--- src/rtl/cond_logic_pkg.sv ---
// Shared encodings for the conditional-execution stage: condition codes,
// ALU control values, flag bit positions and the data-processing decode.
package arm_cond_pkg;

  typedef enum logic [3:0] {
    EQ = 4'h0,
    NE = 4'h1,
    CS = 4'h2,
    CC = 4'h3,
    MI = 4'h4,
    PL = 4'h5,
    VS = 4'h6,
    VC = 4'h7,
    HI = 4'h8,
    LS = 4'h9,
    GE = 4'hA,
    LT = 4'hB,
    GT = 4'hC,
    LE = 4'hD,
    AL = 4'hE,
    NV = 4'hF
  } cond_e;

  localparam logic [3:0] ALU_ADD = 4'b0000;
  localparam logic [3:0] ALU_SUB = 4'b0001;
  localparam logic [3:0] ALU_AND = 4'b0010;
  localparam logic [3:0] ALU_ORR = 4'b0011;
  localparam logic [3:0] ALU_EOR = 4'b0100;
  localparam logic [3:0] ALU_MVN = 4'b0101;
  localparam logic [3:0] ALU_ROR = 4'b1001;

  localparam logic [1:0] OP_DP  = 2'b00;
  localparam logic [1:0] OP_MEM = 2'b01;
  localparam logic [1:0] OP_BR  = 2'b10;

  localparam logic [3:0] CMD_CMP = 4'b1010;

  localparam int FLAG_N = 3;
  localparam int FLAG_Z = 2;
  localparam int FLAG_C = 1;
  localparam int FLAG_V = 0;

  // ADD and SUB (CMP included) are the only ALU ops that produce meaningful C/V.
  function automatic logic alu_sets_cv(input logic [3:0] alu_ctl);
    return (alu_ctl == ALU_ADD) || (alu_ctl == ALU_SUB);
  endfunction

  function automatic logic is_cmp(input logic [1:0] op, input logic [3:0] cmd);
    return (op == OP_DP) && (cmd == CMD_CMP);
  endfunction

endpackage

--- src/rtl/cond_logic_if.sv ---
// Decode-to-commit bundle: decoALU-side inputs and gated commit outputs.
interface cond_logic_if #(
  parameter int CNT_W = 32
);
  logic             InstrValid;
  logic [3:0]       Cond;
  logic [1:0]       Op;
  logic [5:0]       Funct;
  logic [3:0]       ALUControl;
  logic             PCS;
  logic             RegWrite;
  logic             MemWrite;
  logic [3:0]       ALUFlags;
  logic             PCSrc;
  logic             RegWriteG;
  logic             MemWriteG;
  logic             CondEx;
  logic [3:0]       Flags;
  logic [CNT_W-1:0] ExecCnt;
  logic [CNT_W-1:0] SkipCnt;

  modport master (
    output InstrValid, Cond, Op, Funct, ALUControl, PCS, RegWrite, MemWrite, ALUFlags,
    input  PCSrc, RegWriteG, MemWriteG, CondEx, Flags, ExecCnt, SkipCnt
  );

  modport slave (
    input  InstrValid, Cond, Op, Funct, ALUControl, PCS, RegWrite, MemWrite, ALUFlags,
    output PCSrc, RegWriteG, MemWriteG, CondEx, Flags, ExecCnt, SkipCnt
  );
endinterface

--- src/rtl/cond_logic_check.sv ---
// Pure combinational condition evaluator: Instr[31:28] against registered NZCV.
module cond_check
  import arm_cond_pkg::*;
(
  input  logic [3:0] cond,
  input  logic [3:0] flags,
  output logic       cond_ex
);
  logic n, z, c, v;

  always_comb begin
    n = flags[FLAG_N];
    z = flags[FLAG_Z];
    c = flags[FLAG_C];
    v = flags[FLAG_V];
  end

  always_comb begin
    cond_ex = 1'b0;
    case (cond_e'(cond))
      EQ: cond_ex = z;
      NE: cond_ex = ~z;
      CS: cond_ex = c;
      CC: cond_ex = ~c;
      MI: cond_ex = n;
      PL: cond_ex = ~n;
      VS: cond_ex = v;
      VC: cond_ex = ~v;
      HI: cond_ex = c & ~z;
      LS: cond_ex = ~c | z;
      GE: cond_ex = (n == v);
      LT: cond_ex = (n != v);
      GT: cond_ex = ~z & (n == v);
      LE: cond_ex = z | (n != v);
      AL: cond_ex = 1'b1;
      // NV is reserved and must never commit anything.
      default: cond_ex = 1'b0;
    endcase
  end
endmodule

--- src/rtl/cond_logic.sv ---
// Conditional-execution stage: NZCV flag register, commit-enable gating and
// saturating executed/skipped instruction counters.
module cond_logic
  import arm_cond_pkg::*;
#(
  parameter int CNT_W = 32
) (
  input logic         clk,
  input logic         reset,
  cond_logic_if.slave bus
);
  localparam logic [CNT_W-1:0] CNT_ONE = {{(CNT_W-1){1'b0}}, 1'b1};
  localparam logic [CNT_W-1:0] CNT_MAX = {CNT_W{1'b1}};

  logic [3:0]       flags_reg, flags_next;
  logic [CNT_W-1:0] exec_cnt_reg, exec_cnt_next;
  logic [CNT_W-1:0] skip_cnt_reg, skip_cnt_next;

  logic       cond_ex;
  logic       commit;
  logic       skip;
  logic       no_write;
  logic [1:0] flag_w;

  cond_check u_cond_check (
    .cond    (bus.Cond),
    .flags   (flags_reg),
    .cond_ex (cond_ex)
  );

  always_comb begin
    no_write  = is_cmp(bus.Op, bus.Funct[4:1]);
    flag_w[1] = (bus.Op == OP_DP) & bus.Funct[0];
    flag_w[0] = flag_w[1] & alu_sets_cv(bus.ALUControl);
    // InstrValid is the first AND term so a bubble forces 0 even with X decode.
    commit    = bus.InstrValid & cond_ex;
    skip      = bus.InstrValid & ~cond_ex;
  end

  always_comb begin
    bus.PCSrc     = commit & bus.PCS;
    bus.RegWriteG = commit & bus.RegWrite & ~no_write;
    bus.MemWriteG = commit & bus.MemWrite;
    bus.CondEx    = cond_ex;
    bus.Flags     = flags_reg;
    bus.ExecCnt   = exec_cnt_reg;
    bus.SkipCnt   = skip_cnt_reg;
  end

  // Flag pair gi: gi=1 covers {N,Z}, gi=0 covers {C,V}.
  generate
    for (genvar gi = 0; gi < 2; gi++) begin : g_flag_pair
      always_comb begin
        flags_next[2*gi+1 -: 2] = flags_reg[2*gi+1 -: 2];
        if (commit && flag_w[gi]) begin
          flags_next[2*gi+1 -: 2] = bus.ALUFlags[2*gi+1 -: 2];
        end
      end
    end
  endgenerate

  always_comb begin
    exec_cnt_next = exec_cnt_reg;
    skip_cnt_next = skip_cnt_reg;
    if (commit && (exec_cnt_reg != CNT_MAX)) begin
      exec_cnt_next = exec_cnt_reg + CNT_ONE;
    end
    if (skip && (skip_cnt_reg != CNT_MAX)) begin
      skip_cnt_next = skip_cnt_reg + CNT_ONE;
    end
  end

  always_ff @(posedge clk) begin
    if (reset) begin
      flags_reg    <= 4'b0000;
      exec_cnt_reg <= '0;
      skip_cnt_reg <= '0;
    end else begin
      flags_reg    <= flags_next;
      exec_cnt_reg <= exec_cnt_next;
      skip_cnt_reg <= skip_cnt_next;
    end
  end
endmodule

--- src/flat_wrapper.sv ---
// flat-port wrapper written by rule: the top's interface ports become plain ports
module cond_logic_flat import arm_cond_pkg::*;
#(
  parameter int CNT_W = 32
)
  (clk, reset, bus_InstrValid, bus_Cond, bus_Op, bus_Funct, bus_ALUControl, bus_PCS, bus_RegWrite, bus_MemWrite, bus_ALUFlags, bus_PCSrc, bus_RegWriteG, bus_MemWriteG, bus_CondEx, bus_Flags, bus_ExecCnt, bus_SkipCnt);
  cond_logic_if #(.CNT_W(CNT_W)) bus_i ();
  input logic clk;
  input logic reset;
  input wire logic [$bits(bus_i.InstrValid)-1:0] bus_InstrValid;
  input wire logic [$bits(bus_i.Cond)-1:0] bus_Cond;
  input wire logic [$bits(bus_i.Op)-1:0] bus_Op;
  input wire logic [$bits(bus_i.Funct)-1:0] bus_Funct;
  input wire logic [$bits(bus_i.ALUControl)-1:0] bus_ALUControl;
  input wire logic [$bits(bus_i.PCS)-1:0] bus_PCS;
  input wire logic [$bits(bus_i.RegWrite)-1:0] bus_RegWrite;
  input wire logic [$bits(bus_i.MemWrite)-1:0] bus_MemWrite;
  input wire logic [$bits(bus_i.ALUFlags)-1:0] bus_ALUFlags;
  output wire logic [$bits(bus_i.PCSrc)-1:0] bus_PCSrc;
  output wire logic [$bits(bus_i.RegWriteG)-1:0] bus_RegWriteG;
  output wire logic [$bits(bus_i.MemWriteG)-1:0] bus_MemWriteG;
  output wire logic [$bits(bus_i.CondEx)-1:0] bus_CondEx;
  output wire logic [$bits(bus_i.Flags)-1:0] bus_Flags;
  output wire logic [$bits(bus_i.ExecCnt)-1:0] bus_ExecCnt;
  output wire logic [$bits(bus_i.SkipCnt)-1:0] bus_SkipCnt;
  assign bus_i.InstrValid = bus_InstrValid;
  assign bus_i.Cond = bus_Cond;
  assign bus_i.Op = bus_Op;
  assign bus_i.Funct = bus_Funct;
  assign bus_i.ALUControl = bus_ALUControl;
  assign bus_i.PCS = bus_PCS;
  assign bus_i.RegWrite = bus_RegWrite;
  assign bus_i.MemWrite = bus_MemWrite;
  assign bus_i.ALUFlags = bus_ALUFlags;
  assign bus_PCSrc = bus_i.PCSrc;
  assign bus_RegWriteG = bus_i.RegWriteG;
  assign bus_MemWriteG = bus_i.MemWriteG;
  assign bus_CondEx = bus_i.CondEx;
  assign bus_Flags = bus_i.Flags;
  assign bus_ExecCnt = bus_i.ExecCnt;
  assign bus_SkipCnt = bus_i.SkipCnt;
  cond_logic #(.CNT_W(CNT_W)) u_core (.clk(clk), .reset(reset), .bus(bus_i));
endmodule
--- config.mk ---
export PLATFORM = sky130hd
export DESIGN_NAME = cond_logic_flat
export DESIGN_NICKNAME = d
export VERILOG_FILES = /design/src/rtl/cond_logic_pkg.sv /design/src/rtl/cond_logic_if.sv /design/src/rtl/cond_logic_check.sv /design/src/rtl/cond_logic.sv /design/src/flat_wrapper.sv
export SDC_FILE = /design/constraint.sdc
export NUM_CORES = 1
export LEC_CHECK = 0
export BUFFER_PORTS_ARGS = -buffer_cell sky130_fd_sc_hd__buf_2
export CAP_MARGIN = 15
export CORE_MARGIN = 2
export CORE_UTILIZATION = 50
export DETAILED_ROUTE_END_ITERATION = 12
export HOLD_SLACK_MARGIN = 0.12
export PLACE_DENSITY = 0.81
export SLEW_MARGIN = 20
export SYNTH_ARGS = -nofsm -noshare
export SYNTH_HDL_FRONTEND = slang
export SYNTH_SLANG_ARGS = --single-unit
--- constraint.sdc ---
create_clock -name clk -period 5.7 [get_ports clk]
set_clock_uncertainty 0.05 [all_clocks]
set_input_delay 0.855 -clock clk [delete_from_list [all_inputs] [get_ports clk]]
set_output_delay 0.855 -clock clk [all_outputs]
set_load 0.03 [all_outputs]
Word-level counts from Yosys, hierarchy flattened --
Cells that the tools add are included.
Word-level totals: bits in registers 68, input bits 26, output and inout bits 72, word-level logic and storage cells 54
Operators by class: add/subtract/negate cells 2, eq/ne operators 20, muxes and demuxes 1, bitwise logic cells 18, reduce and logical (&&, ||, !) cells 9
Operators with widths (count):
- $add A32 B1 Y32 const B | 2
- $ne A32 B32 Y1 const B | 2
- $eq A4 B4 Y1 const B | 8
- $eq A4 B3 Y1 const B | 4
- $pmux W1 S15 | 1
- $and A1 B1 Y1 | 10
- $eq A4 B1 Y1 const B | 2
- $eq A4 B2 Y1 const B | 2
- $logic_not A4 Y1 | 2
- $not A1 Y1 | 6
- $logic_and A1 B1 Y1 | 5
- $logic_not A2 Y1 | 1
- $or A1 B1 Y1 | 2
- $eq A1 B1 Y1 | 1
- $logic_or A1 B1 Y1 | 1
- $ne A1 B1 Y1 | 1

Logic depth before layout (Yosys ltp) --
depth in word-level cells 6, depth in mapped cells 9, gate-level depth less buffers 7

Cells and area by module --
Synthesis repeated with hierarchy kept, for this count alone.
Unflattened totals: cells, all modules 452, area, all modules 3744.8 um2
Modules (own cells, without submodules):
- cond_logic | instances 1, cells an instance 424, area each 3550.9 um2, sequential area each 1361.3 um2
- cond_check | instances 1, cells an instance 28, area each 193.9 um2, sequential area each 0.0 um2

Worst setup path before layout --
Ideal clock, no wire load.
kind input port to output port, start point input bus_Cond[0], end point output bus_MemWriteG, data arrival time 2705 ps, slack 2090 ps, cell stages on the path 6, buffers on the path 2, cells stage by stage clkbuf_1 or3_1 a32o_1 a211o_1 buf_1 and3_1
On the way: cells in the longest elaborated chain, start to end 4, elaborated cells on any way between the ends 18
Ends and longest elaborated chain:
- start, declared | line flat_wrapper.sv:11 | input wire logic [$bits(bus_i.Cond)-1:0] bus_Cond;
- $eq A4 B4 Y1 (tied with other cells) | line cond_logic_check.sv:20 | case (cond_e'(cond))
- $pmux W1 S15 (*) | line cond_logic_check.sv:20
- named net bus_CondEx | line flat_wrapper.sv:22 | output wire logic [$bits(bus_i.CondEx)-1:0] bus_CondEx;
- $and A1 B1 Y1 (*) | line cond_logic.sv:36 | commit = bus.InstrValid & cond_ex;
- $and A1 B1 Y1 (*) | line cond_logic.sv:43 | bus.MemWriteG = commit & bus.MemWrite;
- end, declared | line flat_wrapper.sv:21 | output wire logic [$bits(bus_i.MemWriteG)-1:0] bus_MemWriteG;
Mark *: on every way through the listed nets, which the timed path passes. The rest lies on a longest branch.

Worst setup path in the final report --
start point input bus_Cond[0], end point output bus_RegWriteG
On the way: cells in the longest elaborated chain, start to end 5, elaborated cells on any way between the ends 19
Ends and longest elaborated chain:
- $eq A4 B4 Y1 (tied with other cells) | line cond_logic_check.sv:20
- $pmux W1 S15 (*) | line cond_logic_check.sv:20
- $and A1 B1 Y1 (*) | line cond_logic.sv:36
- $and A1 B1 Y1 (*) (2 in a row) | line cond_logic.sv:42 | bus.RegWriteG = commit & bus.RegWrite & ~no_write;
- end, declared | line flat_wrapper.sv:20 | output wire logic [$bits(bus_i.RegWriteG)-1:0] bus_RegWriteG;
Every way passes the cells marked *; elsewhere a longest branch is shown, timed or not.

==> impl_metrics.py <==
metrics = {
    "status": {
        "outcome": "finished, final reports clean",
    },
    "floorplan": {
        "die_width_um": 90.0,
        "core_um2": 7210,
        "dieHeight_um": 90.0,
        "ioPinCount": 98,
        "dieArea_um2": 8100,
        "rows": 31,
        "initial_core_util_pct": 51.2,
    },
    "logic_synthesis": {
        "yosysWarnings": 0,
        "synthTopCellsByCount": "nor2_1, dfxtp_1, nand3_1",
        "synth_seq_cells": 68,
        "synth_nets": 477,
        "avgSynthCellArea_um2": 8.23,
        "netlist_area_um2": 3700,
        "synth.most_common_cell": "nor2_1",
        "ys_seq_area_share_pct": 36.8,
        "synth-async-reset-ratio_pct": 0,
        "syn_inst": 449,
        "synth_top_area_cell": "dfxtp_1",
        "synth_top_area_share_pct": 36.8,
        "synth_edf_count": 0,
        "synth_ff_type": "dfxtp_1",
        "ys_types": 47,
        "synth.area.top_cells": "dfxtp_1, xnor2_1, nor2_1",
    },
    "detailed_routing": {
        "via_per_inst": 5.59,
        "wire_per_inst_um": 13.9,
        "drc": 0,
        "wirelength_um": 8820,
        "vias": 3550,
        "ant_nets": 0,
        "dr.pass1.iters": 4,
        "drtIter0Drc": 196,
    },
    "cts": {
        "cts.clk_slew.worst_paths_ps": 60,
        "cts_root_buf": "clkbuf_8",
        "clock-sinks": 68,
        "cts_tree": "done",
        "htreeDepth": 3,
        "cts_buffers": 9,
        "clkLatencyLatePin_ps": 330,
        "cts_max_path_buffers": 2,
        "cts_resized": 0,
        "postCtsHoldBufs": 0,
        "post_cts_buffers": 0,
    },
    "timing": {
        "setup_viol": 0,
        "max_freq_mhz": 272,
        "tightest_slew_ps": 988,
        "rsz0062_at_grt": "false",
        "slew_viol_final": 0,
        "period_minus_slack_ps": 3680,
        "fin_setup_tns_ps": 0,
        "hold_violations": 0,
        "layout_setup_ws_ps": 2020,
        "finalCritPeriodShare_pct": 64.6,
        "slew_headroom_pct": 34.0,
        "fin_hold_ws_ps": 476,
    },
    "final_layout": {
        "final_area_um2": 4400,
        "ff_latch_area_um2": 1360,
        "antenna_cells": 0,
        "multiInputGateArea_um2": 2200,
        "fillers": 669,
        "layout-drive-gt1-share_pct": 25.0,
        "finalNetCount": 561,
        "area_growth_pct": 19.0,
    },
    "worst_setup_path": {
        "path_buf_inv": 3,
        "worstPathRequired_ps": 4800,
        "worstPathCellList": "buf_2 > or3_1 > a32o_1 > a211o_1 > buf_4 > and2_1 > o311a_1 > buf_2",
        "crit_top_cell": "buf_2",
        "critPathKind": "in2out",
        "slowest_stage": "or3_1",
        "critPathCaptureType": "output pin",
        "startpoint_type": "input pin",
        "crit_family": "compound AO/OA/AOI/OAI gates",
        "critPathMaxFanout": 33,
        "max_stage_delay_ps": 380,
        "arrival_ps": 2780,
    },
    "grt": {
        "met2_usage_pct": 37.5,
        "grt_usage_pct": 22.1,
        "grtUsageMet3_pct": 3.44,
        "antenna_found_initial": 0,
        "grt_max_degree": 72,
        "use_met1_pct": 28.7,
        "grt_pass1_vias": 3378,
        "grt_pass1_wl_um": 15300,
        "overflow": 0,
        "grt.busiest_layer": "met2",
    },
    "worst_hold_path": {
        "min_path_type": "reg2reg",
    },
    "power_and_ir_drop": {
        "leakagePower_nw": 1.72,
        "power_density_nw_per_um2": 207,
        "ir_drop_v": 0.000134,
    },
    "run": {
        "maxCapViolCount": 0,
    },
    "place": {
        "dp_slack_ps": 2030,
        "placed_area_um2": 4220,
        "dp_hpwl_um": 6050,
        "gp_congestion": 0.810,
        "io_buffers": 95,
    },
}
[sequential cells by signal, indices dropped and copies added, names as in the netlist]
name                cells
u_core.bus.SkipCnt     32
u_core.bus.ExecCnt     32
u_core.bus.Flags        4
[cell usage in the layout (no fill, tap or decap), drive strengths merged, types with 4 or more instances in the layout]
master / Yosys / final
or4: 6 / 6
nor3b: 4 / 4
or3: 4 / 4
buf: 6 / 99
nor4: 22 / 22
o21ai: 6 / 6
nor2b: 6 / 6
nand4: 14 / 14
dfxtp: 68 / 68
nor2: 70 / 70
xor2: 29 / 29
nor3: 23 / 23
inv: 8 / 8
nand3: 48 / 48
nand2: 32 / 32
and4: 6 / 6
clkbuf: 20 / 12
and3: 9 / 9
xnor2: 31 / 31
a21oi: 6 / 6
mux2i: 4 / 4
[cell families after synthesis]
family | after synthesis | synth area share [%]
compound gates | 21 | 3.83
xor+xnor | 60 | 14.2
fa+ha+maj | 2 | 0.677
buf+inv | 34 | 3.79
flops | 68 | 36.8
mux | 5 | 1.39
simple gates | 259 | 39.3
[metal layers]
| layer | wire length (um) | share of wire [%] |
|---|---|---|
| met5 | 0 | 0 |
| met4 | 118 | 1.3 |
| met3 | 480 | 5.4 |
| met2 | 4150 | 47 |
| met1 | 4070 | 46 |
[power breakdown]
| part | internal, mW | switching [mW] | total (mW) |
|---|---|---|---|
| Sequential | 0.478 | 0.00357 | 0.481 |
| Clock | 0.188 | 0.169 | 0.356 |
| Combinational | 0.0218 | 0.0504 | 0.0722 |
| Total | 0.687 | 0.223 | 0.910 |
[final cells by class]
cell class | count | share of cell area [%]
clock buffer | 12 | 3.76
clock inverter | 2 | 0.228
inverter | 8 | 0.683
multi-input combinational | 347 | 50.1
sequential | 68 | 31.0
tap | 99 | 2.82
timing repair buffer | 99 | 11.5
[per-stage QoR]
step / util (%) / instances / power, mW
final: 60.9 / 635 / 0.910
after detailed placement: 58.5 / 621 / 0.564
after CTS: 60.9 / 635 / 0.918
after floorplan: - / 449 / 0.543
after global placement: 58.5 / 621 / 0.562
after global routing: 60.9 / 635 / 0.946
[path summary, 6_finish.rpt]
| kind | start | end | slack (ps) | depth (start not counted) |
|---|---|---|---|---|
| max reg2reg | u_core.bus.SkipCnt[17] | u_core.bus.SkipCnt[31] | 2820 | 7 |
| min reg2reg | u_core.bus.Flags[2] | u_core.bus.Flags[2] | 480 | 2 |
| max | bus_Cond[0] | bus_RegWriteG | 2020 | 8 |
| min | u_core.bus.Flags[2] | u_core.bus.Flags[2] | 480 | 2 |
[worst register-to-register path, cell delays in order (launching register included)]
cell and delay (ps):
dfxtp_1 440, and4_1 290, nand4_1 140, or4_4 590, nor3_4 770, nor4_2 160, a31o_1 260, a21oi_1 110
(Power assumes the default switching activity.)
